[src/rtl/gol_matrix_scan.sv]
// Display-side scanner for the 8x8 Game-of-Life grid: double-buffered grid intake
// over valid/ready, tear-free swap at frame boundaries, row-multiplexed LED drive.
module gol_matrix_scan #(
  parameter int ROW_CYCLES   = 1000,
  parameter int BLANK_CYCLES = 50
) (
  input  logic        clk,
  input  logic        start,
  input  logic [63:0] grid_in,
  input  logic        grid_valid,
  output logic        grid_ready,
  output logic [7:0]  row_sel,
  output logic [7:0]  col_out,
  output logic        frame_done,
  output logic        scanning
);

  localparam int CW = $clog2(ROW_CYCLES);
  localparam logic [CW-1:0] CYC_LAST  = CW'(ROW_CYCLES - 1);
  localparam logic [CW-1:0] CYC_BLANK = CW'(BLANK_CYCLES);

  typedef enum logic {IDLE, SCAN} state_t;

  state_t        state;
  logic          pending_full;
  logic [63:0]   pending;
  logic [63:0]   active;
  logic [2:0]    row;
  logic [CW-1:0] cyc;

  logic          row_end;
  logic          frame_end;
  logic          drive;

  always_comb begin
    row_end   = (state == SCAN) && (cyc == CYC_LAST);
    frame_end = row_end && (row == 3'd7);
    drive     = (state == SCAN) && (cyc >= CYC_BLANK);
  end

  always_ff @(posedge clk) begin
    if (start) begin
      state        <= IDLE;
      pending_full <= 1'b0;
      pending      <= '0;
      active       <= '0;
      row          <= '0;
      cyc          <= '0;
    end else begin
      // Intake only while pending is empty, so it never collides with a swap below.
      if (grid_valid && !pending_full) begin
        pending      <= grid_in;
        pending_full <= 1'b1;
      end
      case (state)
        IDLE: begin
          if (pending_full) begin
            active       <= pending;
            pending_full <= 1'b0;
            row          <= '0;
            cyc          <= '0;
            state        <= SCAN;
          end
        end
        SCAN: begin
          if (row_end) begin
            cyc <= '0;
            row <= row + 3'd1;
            if (frame_end && pending_full) begin
              active       <= pending;
              pending_full <= 1'b0;
            end
          end else begin
            cyc <= cyc + CW'(1);
          end
        end
        default: state <= IDLE;
      endcase
    end
  end

  always_comb begin
    grid_ready = !pending_full;
    scanning   = (state == SCAN);
    frame_done = frame_end;
    row_sel    = '0;
    col_out    = '0;
    if (drive) begin
      row_sel = 8'd1 << row;
      // Row r occupies bits [63-8r -: 8]; ~row == 7-row gives the byte base.
      col_out = active[{~row, 3'b000} +: 8];
    end
  end

endmodule

[config.mk]
export PLATFORM = sky130hd
export DESIGN_NAME = gol_matrix_scan
export DESIGN_NICKNAME = d
export VERILOG_FILES = /design/src/rtl/gol_matrix_scan.sv
export SDC_FILE = /design/constraint.sdc
export NUM_CORES = 1
export LEC_CHECK = 0
export BUFFER_PORTS_ARGS = -buffer_cell sky130_fd_sc_hd__buf_2
export CAP_MARGIN = 25
export CELL_PAD_IN_SITES_DETAIL_PLACEMENT = 0
export CELL_PAD_IN_SITES_GLOBAL_PLACEMENT = 1
export CORE_MARGIN = 3
export CORE_UTILIZATION = 30
export CTS_CLUSTER_SIZE = 16
export DETAILED_ROUTE_END_ITERATION = 7
export PLACE_DENSITY = 0.6
export SKIP_LAST_GASP = 1
export SYNTH_ARGS = -nofsm -noshare
export SYNTH_HDL_FRONTEND = slang
export SYNTH_SLANG_ARGS = --single-unit
[constraint.sdc]
create_clock -name clk -period 1.7 [get_ports clk]
set_clock_uncertainty 0.15 [all_clocks]
set_input_delay 0.17 -clock clk [delete_from_list [all_inputs] [get_ports clk]]
set_output_delay 0.17 -clock clk [all_outputs]
set_load 0.05 [all_outputs]
==> impl_metrics.toml, run 1 <==
[hold_path]
hold_path_class = "reg2reg"
min-delay-start = "pending[4]$_SDFFE_PP0P_"

[floorplanning]
die_area_sq_mm = 0.02117
start_util_pct = 30.91
pin_count = 86
fp-row-count = 50
die_w_microns = 145.5
core-area_sq_mm = 0.01889
fp.dieH_microns = 145.5

[drt]
vias = 5650
drt_iter0_drc = 286
wire_per_inst_microns = 15.65
antenna_left = 0
route.detailed.drc = 0
dr.pass1.iters = 5
wirelength_mm = 18.74
drt-vias-per-instance = 4.720

[timing]
tightest_slew_ps = 842.7
fin_ws_ps = -463.6
finalSetupViolCount = 92
post-route-period-util_pct = 127.3
rsz0062_at_grt = "true"
hold_violations = 0
relSlewSlack_pct = 43.82
min_period_ps = 2164
hold_ws_ps = 300.3
slew_viol_final = 0
fmax_ghz = 0.4622

[power]
power.internal_mw = 6.815
leakagePower_nw = 3.536
seqPwrFrac_pct = 40.3
ir_worst_vdd_mv = 0.6646
swShare_pct = 23.35
pwr-share-clk_pct = 47.0
fin_total_pwr_mw = 8.891
switchingPower_mw = 2.076
power_density_mw_per_mm2 = 944.6
combPwrFrac_pct = 12.8

[status]
violations = "setup timing"
status = "complete, but fails checks"

[global_route]
antenna_found_initial = 0
grt_max_degree = 72
overflow = 0
grt_pass1_vias = 5704
grt_pass1_wl_mm = 30.22
globalRouteTotalUtil_pct = 17.65

[final_layout]
drive_gt1_share_pct = 33.30
fin_area_sq_mm = 0.009413
final_nets = 999
antenna_cells = 0
syn2layout_area_growth_pct = 61.20

[setup_path]
start_kind = "flop"
crit_start = "cyc[1]$_SDFFE_PP0P_"
cp-end-kind = "primary output"
cp_max_fo = 6
timing.rr.start = "cyc[7]$_SDFFE_PP0P_"
worst-setup-path-type = "reg2out"
cp_data_required_time_ps = 1380
crit_arrival_ps = 1840

[synth]
mappedNetlistArea_sq_mm = 0.005839
avgSynthCellArea_sq_um = 8.088
synth-seq-area-share_pct = 49.03
syn-num-nets = 797
yosys_warnings = 0
ys_types = 34
ys_ff_latch = 143
synth_cells = 722

[placement]
port_buffers = 85
dp_hpwl_mm = 11.18
post-place-ws_ps = -222.5
place_congestion = 0.7841
post_dp_cell_area_sq_mm = 0.006914

[clock_network]
cts_buffer_depth = 2
clk_pin_slew_ps = 60
cts_buffers = 17
cts-root-buf = "clkbuf_16"
htreeDepth = 4
clock_latency_ps = 420
cts_tree = "built"
cts.sinks = 143

[run]
maxCapViolations = 0
## routing by layer
layer / up-vias / GRT usage, % / share of wire (%)
met5: - / 0 / 0
li1: 2818 / - / -
met4: 0 / 4.416 / 0.85
met1: 2715 / 24.00 / 49
met2: 104 / 28.93 / 47
met3: 13 / 3.550 / 3.1
## final cells by class
cell class | count | area [sq um]
Fill cell | 1827 | 9480
Multi-Input combinational cell | 520 | 3134
Sequential cell | 143 | 2885
Timing Repair Buffer | 235 | 2386
Clock buffer | 23 | 478.0
Tap cell | 260 | 325.3
Clock inverter | 9 | 177.7
Inverter | 7 | 26.28
## flip-flops by register name (all words and copies together), names as in the netlist
signal / cells
active: 64
cyc: 10
pending: 64
pending_full: 1
row: 3
scanning: 1
## power by group through the flow
stage          Sequential (mW)  Combinational, mW  Clock, mW
3_3_place_gp              3.65              0.657          0
5_1_grt                   3.59               1.24       4.36
4_1_cts                   3.58               1.10       4.24
2_1_floorplan             3.62              0.424          0
3_5_place_dp              3.65              0.663          0
6_report                  3.58               1.14       4.18
## synthesized netlist by cell type, drive strengths merged
| master | instances | area, sq um |
|---|---|---|
| xnor2 | 1 | 8.760 |
| a41o | 1 | 10.01 |
| inv | 7 | 26.28 |
| buf | 20 | 133.9 |
| nand3 | 8 | 40.04 |
| nor2 | 6 | 22.52 |
| or2 | 1 | 6.260 |
| nand4 | 2 | 12.51 |
| ha | 8 | 100.1 |
| nor3b | 3 | 33.78 |
| o21ai | 11 | 55.05 |
| mux2 | 1 | 11.26 |
| a21boi | 1 | 7.510 |
| and2 | 2 | 12.51 |
| dfxtp | 143 | 2863 |
| clkbuf | 32 | 120.1 |
| a41oi | 1 | 27.53 |
| or3 | 1 | 6.260 |
| nor4 | 6 | 37.54 |
| nand2 | 280 | 1051 |
| nor3 | 4 | 20.02 |
| a31oi | 1 | 6.260 |
| and3 | 12 | 75.07 |
| nand2b | 2 | 12.51 |
| nand3b | 1 | 7.510 |
| mux4 | 16 | 360.4 |
| a21oi | 144 | 720.7 |
| a31o | 1 | 8.760 |
| xor2 | 1 | 8.760 |
| a21o | 2 | 15.01 |
| nor2b | 3 | 18.77 |
## metrics by stage
stage               setup TNS [ps]  instances  util (%)
floorplan                    -1930        722         -
global placement            -10910       1061     36.60
detailed placement          -12480       1061     36.60
CTS                         -26270       1193     48.67
global route                -33920       1197     49.82
finish                      -26220       1197     49.82
## placed cells by master, fill, tap and decap left out, types with 13 or more instances in the layout
cell	netlist	final
dlygate4sd3_1	0	66
a21oi_2	0	22
buf_2	14	66
a21oi_1	144	114
buf_12	0	13
nand2_2	0	18
nand2_1	280	260
clkbuf_16	0	18
buf_4	1	37
buf_6	5	29
dfxtp_1	143	135
mux4_2	16	16
## final timing paths
kind / endpoint / slack, ps / depth (start not counted)
min reg2reg: active[4]$_SDFFE_PP0P_ / 300 / 2
max reg2reg: active[57]$_SDFFE_PP0P_ / -380 / 10
min: active[4]$_SDFFE_PP0P_ / 300 / 2
max: row_sel[6] / -460 / 7
## cells by family after synthesis
logic type,count (synthesis),synth area share [%]
buf+inv,59,4.800
fa+ha+maj,8,1.714
mux,17,6.364
flops,143,49.03
compound gates,162,14.57
xor+xnor,2,0.3000
simple gates,331,23.23
## timing repair
item,4_1_cts,5_1_grt
pin swaps,43,21
setup buffers,21,3
hold buffers,66,0
resized for setup,126,52
setup endpoints to repair,90,95
endpoints found under the hold margin,68,0
cloned,13,2
## worst max-delay path, cell delays in order (launching register included)
cell and delay, ps:
dfxtp_4 370, ha_4 160, nor4_4 140, o21ai_1 90, buf_4 160, and2_4 170, and3_4 180, buf_8 140
No activity file was read; power rests on OpenSTA's default activity.
==> run 2: changes to the inputs <==
--- a/config.mk
+++ b/config.mk
@@ -5,6 +5,7 @@
 export SDC_FILE = /design/constraint.sdc
 export NUM_CORES = 1
 export LEC_CHECK = 0
+export ABC_AREA = 1
 export BUFFER_PORTS_ARGS = -buffer_cell sky130_fd_sc_hd__buf_2
 export CAP_MARGIN = 25
 export CELL_PAD_IN_SITES_DETAIL_PLACEMENT = 0
@@ -13,7 +14,7 @@
 export CORE_UTILIZATION = 30
 export CTS_CLUSTER_SIZE = 16
 export DETAILED_ROUTE_END_ITERATION = 7
-export PLACE_DENSITY = 0.6
+export PLACE_DENSITY = 0.61
 export SKIP_LAST_GASP = 1
 export SYNTH_ARGS = -nofsm -noshare
 export SYNTH_HDL_FRONTEND = slang
==> run 2 against run 1 <==
The flow still finishes with violations (setup timing). Setup slack better by 59 ps. Area after synthesis up 11%. Global-route usage down 0.91 points. Largest power group is now sequential cells. Highest routed layer unchanged.
==> impl_metrics.toml, run 2 <==
[status]
status = "complete, but fails checks"
violations = "setup timing"

[power]
ir_worst_vdd_mv = 0.5436
fin_total_pwr_mw = 9.179
leakagePower_nw = 4.157
power_density_mw_per_mm2 = 926.1

[final_layout]
syn2layout_area_growth_pct = 53.38
multiInputGateArea_sq_mm = 0.003526
final_nets = 1192
final_cell_mix = "nor2_1, dfxtp_1, nand2_1"
post-route-util_pct = 47.00
layout_commonest_cell = "nor2_1"
fillCellCount = 2173
drive_gt1_share_pct = 25.66
reg_top3 = "active (64), pending (64), cyc (10)"
regArea_sq_mm = 0.002877
antenna_cells = 0
final_cells = 1405

[setup_path]
crit_family = "buffers and inverters"
critical_path_buf_inv_count = 3
cp_slowest_cell = "dfxtp_4"
cp_num_cells = 7
r2r-end = "active[13]$_SDFFE_PP0P_"
worstSetupEndpoint = "col_out[2]"
worst-setup-path-type = "reg2out"
reg2reg_slack_ps = -240
crit_chain = "clkinv_4 > buf_8 > nor2_1 > o21ai_1 > a21oi_2 > nor3_4 > buf_6"
crit_arrival_ps = 1780
cpPeakStageDelay_ps = 380
cp_data_required_time_ps = 1380
timing.rr.start = "row[0]$_SDFFE_PP0P_"
r2r_cells = 11
crit_start = "row[0]$_SDFFE_PP0P_"
cp_max_fo = 12
cp-end-kind = "primary output"
start_kind = "flop"

[global_route]
grt_pass1_wl_mm = 32.07
overflow = 0
antenna_found_initial = 0
grt_max_degree = 85
grt_pass1_vias = 6328
globalRouteTotalUtil_pct = 16.74

[timing]
fin_ws_ps = -404.5
slew_viol_final = 0
fmax_ghz = 0.4752
min_period_ps = 2104
post-route-period-util_pct = 123.8
finalSetupViolCount = 87
rsz0062_at_grt = "true"
relSlewSlack_pct = 76.84
tightest_slew_ps = 347.4
hold_violations = 0

[synth]
avgSynthCellArea_sq_um = 7.009
yosysTopAreaCellShare_pct = 44.30
yosysMostFrequentCell = "nor2_1"
synth_cells = 922
synthTopCellsByCount = "nor2_1, dfxtp_1, nand2_1"
synthFlopType = "dfxtp_1"
async_reset_ff_share_pct = 0
yosys_warnings = 0
ys_ff_latch = 143
synth_edf_count = 0
synth-seq-area-share_pct = 44.30
mappedNetlistArea_sq_mm = 0.006462
synth.area.top_cells = "dfxtp_1, nor2_1, nand2_1, a21oi_1, o21ai_0"
yosysTopAreaCell = "dfxtp_1"
syn-num-nets = 997
ys_types = 18

[clock_network]
cts_buffer_depth = 2
clk_pin_slew_ps = 60
cts_tree = "built"
clock_latency_ps = 420
cts.sinks = 143
cts-root-buf = "clkbuf_16"
htreeDepth = 4
cts_buffers = 17

[floorplanning]
fp.dieH_microns = 152.8
core-area_sq_mm = 0.02109
start_util_pct = 30.65
die_area_sq_mm = 0.02334
die_w_microns = 152.8
fp-row-count = 53
pin_count = 86

[drt]
wirelength_mm = 20.29
dr.pass1.iters = 4
wire_per_inst_microns = 14.44
drt_iter0_drc = 339
route.detailed.drc = 0
antenna_left = 0
vias = 6466
drt-vias-per-instance = 4.602

[placement]
place_inst = 1283
port_buffers = 85
dp_hpwl_mm = 12.84
place_congestion = 0.8203

[hold_path]
hold_path_class = "reg2reg"

[run]
maxCapViolations = 0
[run 2: changes by cell type in the layout (fill, tap and decap cells not counted), sizes merged, moves of 6 or more]
| cell | change |
|---|---|
| clkinv | +6 |
| o21ai | +81 |
| nand3 | +25 |
| nor2 | +235 |
| a21oi | -49 |
| nand2 | -144 |
| and3 | -12 |
| nor4 | -6 |
| mux4 | -16 |
| inv | +27 |
| nand3b | +56 |
[run 2: repair_timing]
action | 4_1_cts | 5_1_grt
cloned | 3 | 15
hold buffers | 66 | 0
setup endpoints to repair | 87 | 92
hold endpoints to repair | 68 | 0
resized for setup | 72 | 63
pin swaps | 10 | 7
setup buffers | 3 | 6
[run 2: worst min path at each step]
stage                                         from                        to  slack (ps)  cells past startpoint
after floorplan                              start       scanning$_SDFF_PP0_          80                      1
after global placement                 grid_in[18]  pending[18]$_SDFFE_PP0P_         270                      3
after detailed placement                     start       scanning$_SDFF_PP0_         270                      2
after CTS                 pending[59]$_SDFFE_PP0P_  pending[59]$_SDFFE_PP0P_         320                      2
after global routing      pending[43]$_SDFFE_PP0P_  pending[43]$_SDFFE_PP0P_         340                      2
final                     pending[58]$_SDFFE_PP0P_  pending[58]$_SDFFE_PP0P_         310                      2
[run 2: power breakdown]
| part | total, mW | internal, mW | switching, mW | leakage, nW |
|---|---|---|---|---|
| logic | 1.69 | 0.875 | 0.819 | 2.70 |
| clock network | 3.67 | 2.16 | 1.51 | 0.273 |
| registers | 3.82 | 3.64 | 0.179 | 1.18 |
| total | 9.18 | 6.67 | 2.51 | 4.16 |
[run 2: area by class of cell]
class	instances	area share [%]
flip-flops and latches	143	29.02
well taps	275	3.471
clock buffers	18	4.330
inverters	35	1.414
clock inverters	14	1.426
multi-input cells	675	35.57
repair buffers	245	24.77
[run 2: layer usage]
metal,track usage [%],share of wire (%)
met2,27.71,47
met5,0,0
met1,22.61,50
met3,3.295,2.4
met4,3.946,0.72
[run 2: logic make-up after synthesis]
kind of cell	share of synthesized area, %
buf+inv	7.454
fa+ha+maj	1.549
compound gates	14.60
flops	44.30
simple gates	32.10
[run 2: tightest hold or removal path, delay by kind of cell (launching register included)]
kind / cells / cell delay, ps
compound gates: 1 / 60
flops: 1 / 290
buf+inv: 1 / 60
[run 2: metrics by stage]
stage               area, sq um  setup slack, ps  hold WS (ps)  TNS (ps)
floorplan                  6706           -17.01         82.70    -723.5
detailed placement         7819           -192.9         269.1     -8197
global route               9912           -472.4         343.9    -25480
CTS                        9336           -464.1         315.9    -16310
global placement           7819           -185.7         271.4     -7146
finish                     9912           -404.5         310.5    -18560
